**src/rtl/serial_word_reducer_pkg.sv**
```systemverilog
// Shared types and helpers for the serial word reducer.
// Holds the FSM encoding, reduction mode codes and counter sizing.
package serial_word_reducer_pkg;

    typedef enum logic [1:0] {
        IDLE,
        SHIFT,
        ACCUM,
        DONE
    } state_t;

    localparam int MODE_SUM = 0;
    localparam int MODE_XOR = 1;

    // Bits needed to count from 0 up to and including n.
    function automatic int cnt_width(input int n);
        return (n < 1) ? 1 : $clog2(n + 1);
    endfunction

endpackage

```
**src/rtl/serial_word_reducer_shifter.sv**
```systemverilog
// MSB-first shift register with a bit counter.
// word_full marks the cycle in which the last bit of a word is taken.
module serial_shifter
    import serial_word_reducer_pkg::*;
#(
    parameter int WIDTH = 32
) (
    input  logic             clk,
    input  logic             rst,
    input  logic             clear,
    input  logic             shift_en,
    input  logic             in,
    output logic [WIDTH-1:0] word,
    output logic             word_full
);

    localparam int CW = cnt_width(WIDTH);

    logic [CW-1:0] bit_cnt;

    always_ff @(posedge clk) begin
        if (rst) begin
            word    <= '0;
            bit_cnt <= '0;
        end else if (clear) begin
            bit_cnt <= '0;
        end else if (shift_en) begin
            word    <= {word[WIDTH-2:0], in};
            bit_cnt <= bit_cnt + 1'b1;
        end
    end

    assign word_full = shift_en && (bit_cnt == CW'(WIDTH - 1));

endmodule

```
**src/rtl/serial_word_reducer.sv**
```systemverilog
// Deserialises MSB-first words and folds N_WORDS of them into one result.
// MODE selects modular sum or bitwise XOR as the reduction.
module serial_word_reducer
    import serial_word_reducer_pkg::*;
#(
    parameter int WIDTH   = 32,
    parameter int N_WORDS = 4,
    parameter int MODE    = 0
) (
    input  logic                           clk,
    input  logic                           rst,
    input  logic                           start,
    input  logic                           in_valid,
    input  logic                           in,
    output logic                           ready,
    output logic [WIDTH-1:0]               result,
    output logic                           done,
    output logic [cnt_width(N_WORDS)-1:0]  word_cnt
);

    localparam int WCW = cnt_width(N_WORDS);

    state_t           state;
    state_t           state_n;
    logic [WIDTH-1:0] acc;
    logic [WIDTH-1:0] acc_n;
    logic [WIDTH-1:0] result_n;
    logic [WCW-1:0]   word_cnt_n;
    logic             done_n;
    logic             ready_n;
    logic             sh_clear;
    logic             shift_en;
    logic [WIDTH-1:0] word;
    logic             word_full;

    assign shift_en = in_valid && ready;

    serial_shifter #(
        .WIDTH(WIDTH)
    ) u_shifter (
        .clk      (clk),
        .rst      (rst),
        .clear    (sh_clear),
        .shift_en (shift_en),
        .in       (in),
        .word     (word),
        .word_full(word_full)
    );

    always_comb begin
        state_n    = state;
        acc_n      = acc;
        result_n   = result;
        word_cnt_n = word_cnt;
        done_n     = 1'b0;
        sh_clear   = 1'b0;
        unique case (state)
            IDLE, DONE: begin
                if (start) begin
                    state_n    = SHIFT;
                    acc_n      = '0;
                    word_cnt_n = '0;
                    sh_clear   = 1'b1;
                end
            end
            SHIFT: begin
                if (word_full) begin
                    state_n = ACCUM;
                end
            end
            ACCUM: begin
                acc_n      = (MODE == MODE_XOR) ? (acc ^ word) : (acc + word);
                word_cnt_n = word_cnt + 1'b1;
                sh_clear   = 1'b1;
                if (word_cnt_n == WCW'(N_WORDS)) begin
                    state_n  = DONE;
                    result_n = acc_n;
                    done_n   = 1'b1;
                end else begin
                    state_n = SHIFT;
                end
            end
            default: state_n = IDLE;
        endcase
        ready_n = (state_n == SHIFT);
    end

    always_ff @(posedge clk) begin
        if (rst) begin
            state    <= IDLE;
            acc      <= '0;
            result   <= '0;
            word_cnt <= '0;
            done     <= 1'b0;
            ready    <= 1'b0;
        end else begin
            state    <= state_n;
            acc      <= acc_n;
            result   <= result_n;
            word_cnt <= word_cnt_n;
            done     <= done_n;
            ready    <= ready_n;
        end
    end

endmodule

```
**config.mk**
```make
export PLATFORM = sky130hd
export DESIGN_NAME = serial_word_reducer
export DESIGN_NICKNAME = d
export VERILOG_FILES = /design/src/rtl/serial_word_reducer_pkg.sv /design/src/rtl/serial_word_reducer_shifter.sv /design/src/rtl/serial_word_reducer.sv
export SDC_FILE = /design/constraint.sdc
export NUM_CORES = 1
export LEC_CHECK = 0
export BUFFER_PORTS_ARGS = -buffer_cell sky130_fd_sc_hd__buf_2
export CAP_MARGIN = 30
export CELL_PAD_IN_SITES_DETAIL_PLACEMENT = 1
export CELL_PAD_IN_SITES_GLOBAL_PLACEMENT = 1
export CORE_UTILIZATION = 45
export CTS_CLUSTER_DIAMETER = 30
export CTS_CLUSTER_SIZE = 10
export DETAILED_ROUTE_END_ITERATION = 7
export GPL_ROUTABILITY_DRIVEN = 0
export PLACE_DENSITY = 0.8
export SETUP_SLACK_MARGIN = 0.5
export SYNTH_ARGS = -nofsm -noshare
export SYNTH_HDL_FRONTEND = slang
export SYNTH_SLANG_ARGS = --single-unit
```
**constraint.sdc**
```tcl
create_clock -name clk -period 3.2 [get_ports clk]
set_input_delay 0.16 -clock clk [delete_from_list [all_inputs] [get_ports clk]]
set_output_delay 0.16 -clock clk [all_outputs]
set_load 0.02 [all_outputs]
```
-- Yosys cells after proc, flatten, opt, wreduce, memory -nomap -nowiden
Index checks and enable logic that the tools add are counted.
- multiplexer cells: 11
- order comparisons: 0
- equality and inequality tests: 7
- bitwise gates (word level): 2
- divide/modulo/power cells: 0
- $add $sub $neg: 3
- reductions and logical operators: 10
- multiply operators: 0
- shifts and indexed selects: 0
- operators with widths (cell ; number):
    32-bit case mux with 2 select lines ; 1
    32-bit adder ; 1
    32-bit 2-to-1 mux ; 1
    6-bit by 1-bit adder with 6-bit output (second input constant) ; 1
    6-bit by 5-bit equality test with 1-bit output (second input constant) ; 1
    2-bit 2-to-1 mux ; 3
    2-bit case mux with 3 select lines ; 1
    3-bit case mux with 2 select lines ; 1
    2-bit AND reduction ; 3
    2-bit OR reduction ; 3
    2-bit by 1-bit equality test with 1-bit output (second input constant) ; 2
    2-bit equality test (second input constant) ; 2
    3-bit by 1-bit adder with 3-bit output (second input constant) ; 1
    3-bit equality test (second input constant) ; 1
    3-bit 2-to-1 mux ; 1
    1-bit logical AND ; 2
    2-bit logical NOT ; 1
    1-bit 2-to-1 mux ; 2
    2-bit != test (second input constant) ; 1
    1-bit inverter ; 2
    1-bit case mux with 2 select lines ; 1
    2-bit nonzero test ; 1
- RAM bits: 0
- bits in registers: 109
- latch bits: 0
- word-level logic and storage cells: 41
- output and inout bits: 37
- ROM bits: 0
- memories: 0

-- Logic depth before layout (Yosys ltp)
- word-level depth: 5
- gate-level depth with buffers: 10
- gate-level depth less buffers: 10

-- Cells and area by module
From an unflattened synthesis, not the netlist that was laid out.
- cell total of the unflattened synthesis: 677
- area total of the unflattened synthesis: 5539.1 um2
- by module, submodules not included (module ; sequential area each (um2) ; area each (um2) ; cells each ; instances):
    serial_word_reducer ; 1421.4 ; 4139.0 ; 508 ; 1
    serial_shifter ; 760.7 ; 1400.1 ; 169 ; 1

-- Least setup slack after synthesis
OpenSTA, ideal clock, no wires.
- kind: register to register
- from: register acc[0]
- to: register result[28]
- library setup time: 96 ps
- path slack: 758 ps
- arrival time: 2347 ps
- stages on the path, launching flop included: 10
- data required time: 3104 ps
- cells stage by stage: dfxtp_1 ha_1 fa_1 a21o_2 nand4_1 nand2_1 a221o_1 a211oi_2 o21ai_1 o311ai_1
- word-level cells in the longest chain between the ends: 1
- RTL lines (what ; RTL line ; source):
    start: declaration ; serial_word_reducer.sv:25 ; logic [WIDTH-1:0] acc;
    start signal: assignment ; serial_word_reducer.sv:98 ; acc <= acc_n;
    32-bit adder ; serial_word_reducer.sv:72 ; acc_n = (MODE == MODE_XOR) ? (acc ^ word) : (acc + word);
    end signal: assignment ; serial_word_reducer.sv:99 ; result <= result_n;
    end: declaration ; serial_word_reducer.sv:16 ; output logic [WIDTH-1:0] result,
No other way between the ends.
A chain may end at the register's enable or synchronous reset.

-- Worst setup path after layout
- from: register acc[0]
- to: register result[30]
Same word-level chain as after synthesis.

==> flow_metrics.py <==
metrics = {
    "worst_setup_path": {
        "required_ns": 3.41,
        "timing.rr.start": "acc[0]$_SDFFE_PP0P_",
        "critPathLaunch": "acc[0]$_SDFFE_PP0P_",
        "crit_chain": "ha_2 -> fa_2 -> a21o_2 -> nand4_1 -> a21oi_1 -> o211ai_1 -> nand4_1 -> and3_1 -> a41oi_1 -> a21oi_1",
        "crit_slowest_cell": "o211ai_1",
        "r2r_slack_ns": 0.56,
        "rr_endpoint": "result[30]$_SDFFE_PP0P_",
        "ff2ff_path_depth": 10,
        "path_max_fanout": 3,
        "worst_ep_arrival_time_ns": 2.85,
        "path_class": "reg2reg",
        "cp_num_buf_inv": 0,
        "max_stage_delay_ns": 0.37,
        "worst_setup_path_start_kind": "flop",
        "cp_top_family": "compound AO/OA/AOI/OAI gates",
        "endpoint_kind": "flop",
    },
    "timing": {
        "rsz0062_at_grt": "true",
        "drv_slew": 0,
        "timing.final.crit_share_pct": 82.40,
        "skew_ns": 0.01319,
        "relSlewSlack_pct": 42.90,
        "fin_tns_setup_ns": 0,
        "setup-violations-final": 0,
        "worst_pin_slew_ns": 0.8565,
        "layout_min_cycle_time_ns": 2.637,
        "hold_violations": 0,
        "clock.fmax_mhz": 379.3,
    },
    "min_path": {
        "hold_depth": 3,
        "hold-path-endpoint": "u_shifter.word[0]$_SDFFE_PP0P_",
        "hold_class": "in2reg",
        "hold_start": "in",
    },
    "route": {
        "wire_per_inst_um": 17.67,
        "vias_per_cell": 5.707,
        "final_antenna_net_count": 0,
        "num_vias": 5193,
        "drtIter0Drc": 202,
        "drc": 0,
        "first_pass_iters": 4,
        "routed_wl_um": 16080,
    },
    "synthesis": {
        "synth_cell_types": 62,
        "netlist_area_um2": 5714,
        "synth_largest_area_cell": "dfxtp_1",
        "synthCells": 712,
        "yosysMostFrequentCell": "nand2_1",
        "synth-warning-count": 0,
        "synthArstFlopShare_pct": 0,
        "ys_ff_latch": 109,
        "syn_nets": 755,
        "synth-seq-area-share_pct": 38.19,
        "ys_top_cells_by_area": "dfxtp_1 38%, nand2_1 10%, a21oi_1 8.8%",
        "synthDominantCellAreaShare_pct": 38.19,
        "avgSynthCellArea_um2": 8.026,
        "ys.flop_type": "dfxtp_1",
        "ys_top_cells_by_count": "157 x nand2_1, 109 x dfxtp_1, 101 x a21oi_1, 49 x nor2_1, 37 x ha_1",
        "synth_edf_count": 0,
    },
    "cts": {
        "cts_inserted_buffers": 9,
        "insertion_delay_ns": 0.37,
        "postCtsHoldBufs": 0,
        "cts_max_path_buffers": 2,
        "htreeDepth": 3,
        "clock_sinks": 109,
        "path_clk_slew_ns": 0.07,
        "cts_root_buf": "clkbuf_16",
        "tritoncts": "yes",
    },
    "grt": {
        "met1_usage_pct": 29.71,
        "grt_max_degree": 83,
        "top_usage_layer": "met2",
        "antenna_found_initial": 0,
        "overflow": 0,
        "grt_pass1_wl_um": 26400,
        "grt_usage_pct": 25.73,
        "use_met2_pct": 46.59,
        "grt_pass1_vias": 5400,
        "grtUsageMet3_pct": 5.294,
    },
    "power": {
        "p_clk_share_pct": 45.5,
        "power.internal_w": 0.002057,
        "power_frac_seq_pct": 51.6,
        "p_switching_w": 0.0005870,
        "peakVddDrop_uv": 242.3,
        "p_leak_nw": 2.628,
        "p_comb_share_pct": 2.9,
        "swShare_pct": 22.20,
        "powerDensity_nw_per_um2": 413.2,
    },
    "final_layout": {
        "fillers": 1526,
        "drive_above_1_share_pct": 13.07,
        "design_area_um2": 6399,
        "fin_nets": 780,
        "num_antenna_cells": 0,
        "areaGrowthSynthToFinish_pct": 11.98,
    },
    "flow_run": {
        "drv_cap": 0,
    },
    "place": {
        "place_area_um2": 6008,
        "io_buffer_count": 41,
        "hpwl_um": 11430,
    },
    "floorplanning": {
        "coreArea_um2": 12210,
        "die_width_um": 114.7,
        "die_h_um": 114.7,
        "fp-row-count": 40,
        "die_area_um2": 13150,
        "initial_core_util_pct": 46.79,
        "io_pins": 42,
    },
    "run_status": {
        "outcome": "complete, no violations",
    },
}
-- kinds of logic (layout without fill, tap and decap cells) --
family / count (synthesis) / count (layout) / share of synthesized area [%]
simple gates: 264 / 264 / 19.75
fa+ha+maj: 38 / 38 / 8.452
xor+xnor: 35 / 35 / 5.365
buf+inv: 49 / 79 / 4.007
flops: 109 / 109 / 38.19
mux: 3 / 3 / 0.5255
compound gates: 214 / 214 / 23.71
-- worst max-delay path by stage --
stage / end / depth (start not counted) / slack, ns
2_1_floorplan: result[28]$_SDFFE_PP0P_ / 9 / 0.76
5_1_grt: acc[30]$_SDFFE_PP0P_ / 10 / 0.43
6_report: result[30]$_SDFFE_PP0P_ / 10 / 0.56
3_5_place_dp: result[28]$_SDFFE_PP0P_ / 9 / 0.46
4_1_cts: acc[20]$_SDFFE_PP0P_ / 10 / 0.53
3_3_place_gp: acc[28]$_SDFFE_PP0P_ / 10 / 0.58
-- sequential cells by signal, indices dropped and copies added, names as in the netlist --
name	cells
state	2
u_shifter.bit_cnt	6
word_cnt	3
result	32
acc	32
u_shifter.word	32
done	1
ready	1
-- stage by stage --
step                cells  power [W]  setup WS, ns  utilization [%]  hold slack [ns]
floorplan             712   0.001446        0.7578                -           0.2960
global placement      891   0.001469        0.5761            49.20           0.4190
detailed placement    891   0.001472        0.4597            49.20           0.4257
CTS                   908   0.002670        0.5339            51.98          0.04094
global route          910   0.002728        0.4329            52.40          0.06867
finish                910   0.002644        0.5633            52.40          0.04522
-- timing repair --
item	4_1_cts	5_1_grt
resized for setup	4	10
pin swaps	3	10
setup endpoints to repair	5	15
setup buffers	1	2
-- routing by layer --
metal	wire [um]	part of all wire (%)
met4	529	3.3
met1	7027	44
met2	7944	49
met3	575	3.6
met5	0	0
-- power groups by stage --
stage / sequential (W) / combinational, W / clock [W]
4_1_cts: 0.00136 / 0.0000782 / 0.00123
2_1_floorplan: 0.00139 / 0.0000509 / 0
5_1_grt: 0.00136 / 0.0000851 / 0.00128
6_report: 0.00136 / 0.0000772 / 0.00120
3_5_place_dp: 0.00139 / 0.0000781 / 0
3_3_place_gp: 0.00139 / 0.0000748 / 0
-- layout make-up --
class	instances	area (um2)	area share, %
clock buffers	9	225.2	3.520
clock inverters	7	90.09	1.408
inverters	10	37.54	0.5866
multi-input cells	554	3357	52.46
flip-flops and latches	109	2183	34.12
well taps	168	210.2	3.285
repair buffers	53	295.3	4.615
-- tightest hold or removal path, delay by kind of cell --
kind / cells / cell delay, ns
buf+inv: 1 / 0.10
compound gates: 1 / 0.05
simple gates: 1 / 0.05
-- layout by cell type (no fill, tap or decap), drive strengths merged, types with 2 or more instances in the layout --
master	n
and3	7
a211oi	8
inv	9
o31ai	4
nor2b	3
and2	7
a41oi	3
clkinv	4
o21bai	4
mux2i	3
o21ai	30
bufinv	2
nor2	49
a22oi	14
o211ai	5
a21oi	101
o21a	3
a21o	12
ha	37
a31oi	8
dfxtp	109
clkinvlp	2
nand2	157
nand4	7
a22o	13
buf	53
xor2	16
nor3b	2
xnor2	19
clkbuf	9
nand3	16
o311ai	2
nor3	10
No activity file was read; power rests on OpenSTA's default activity.
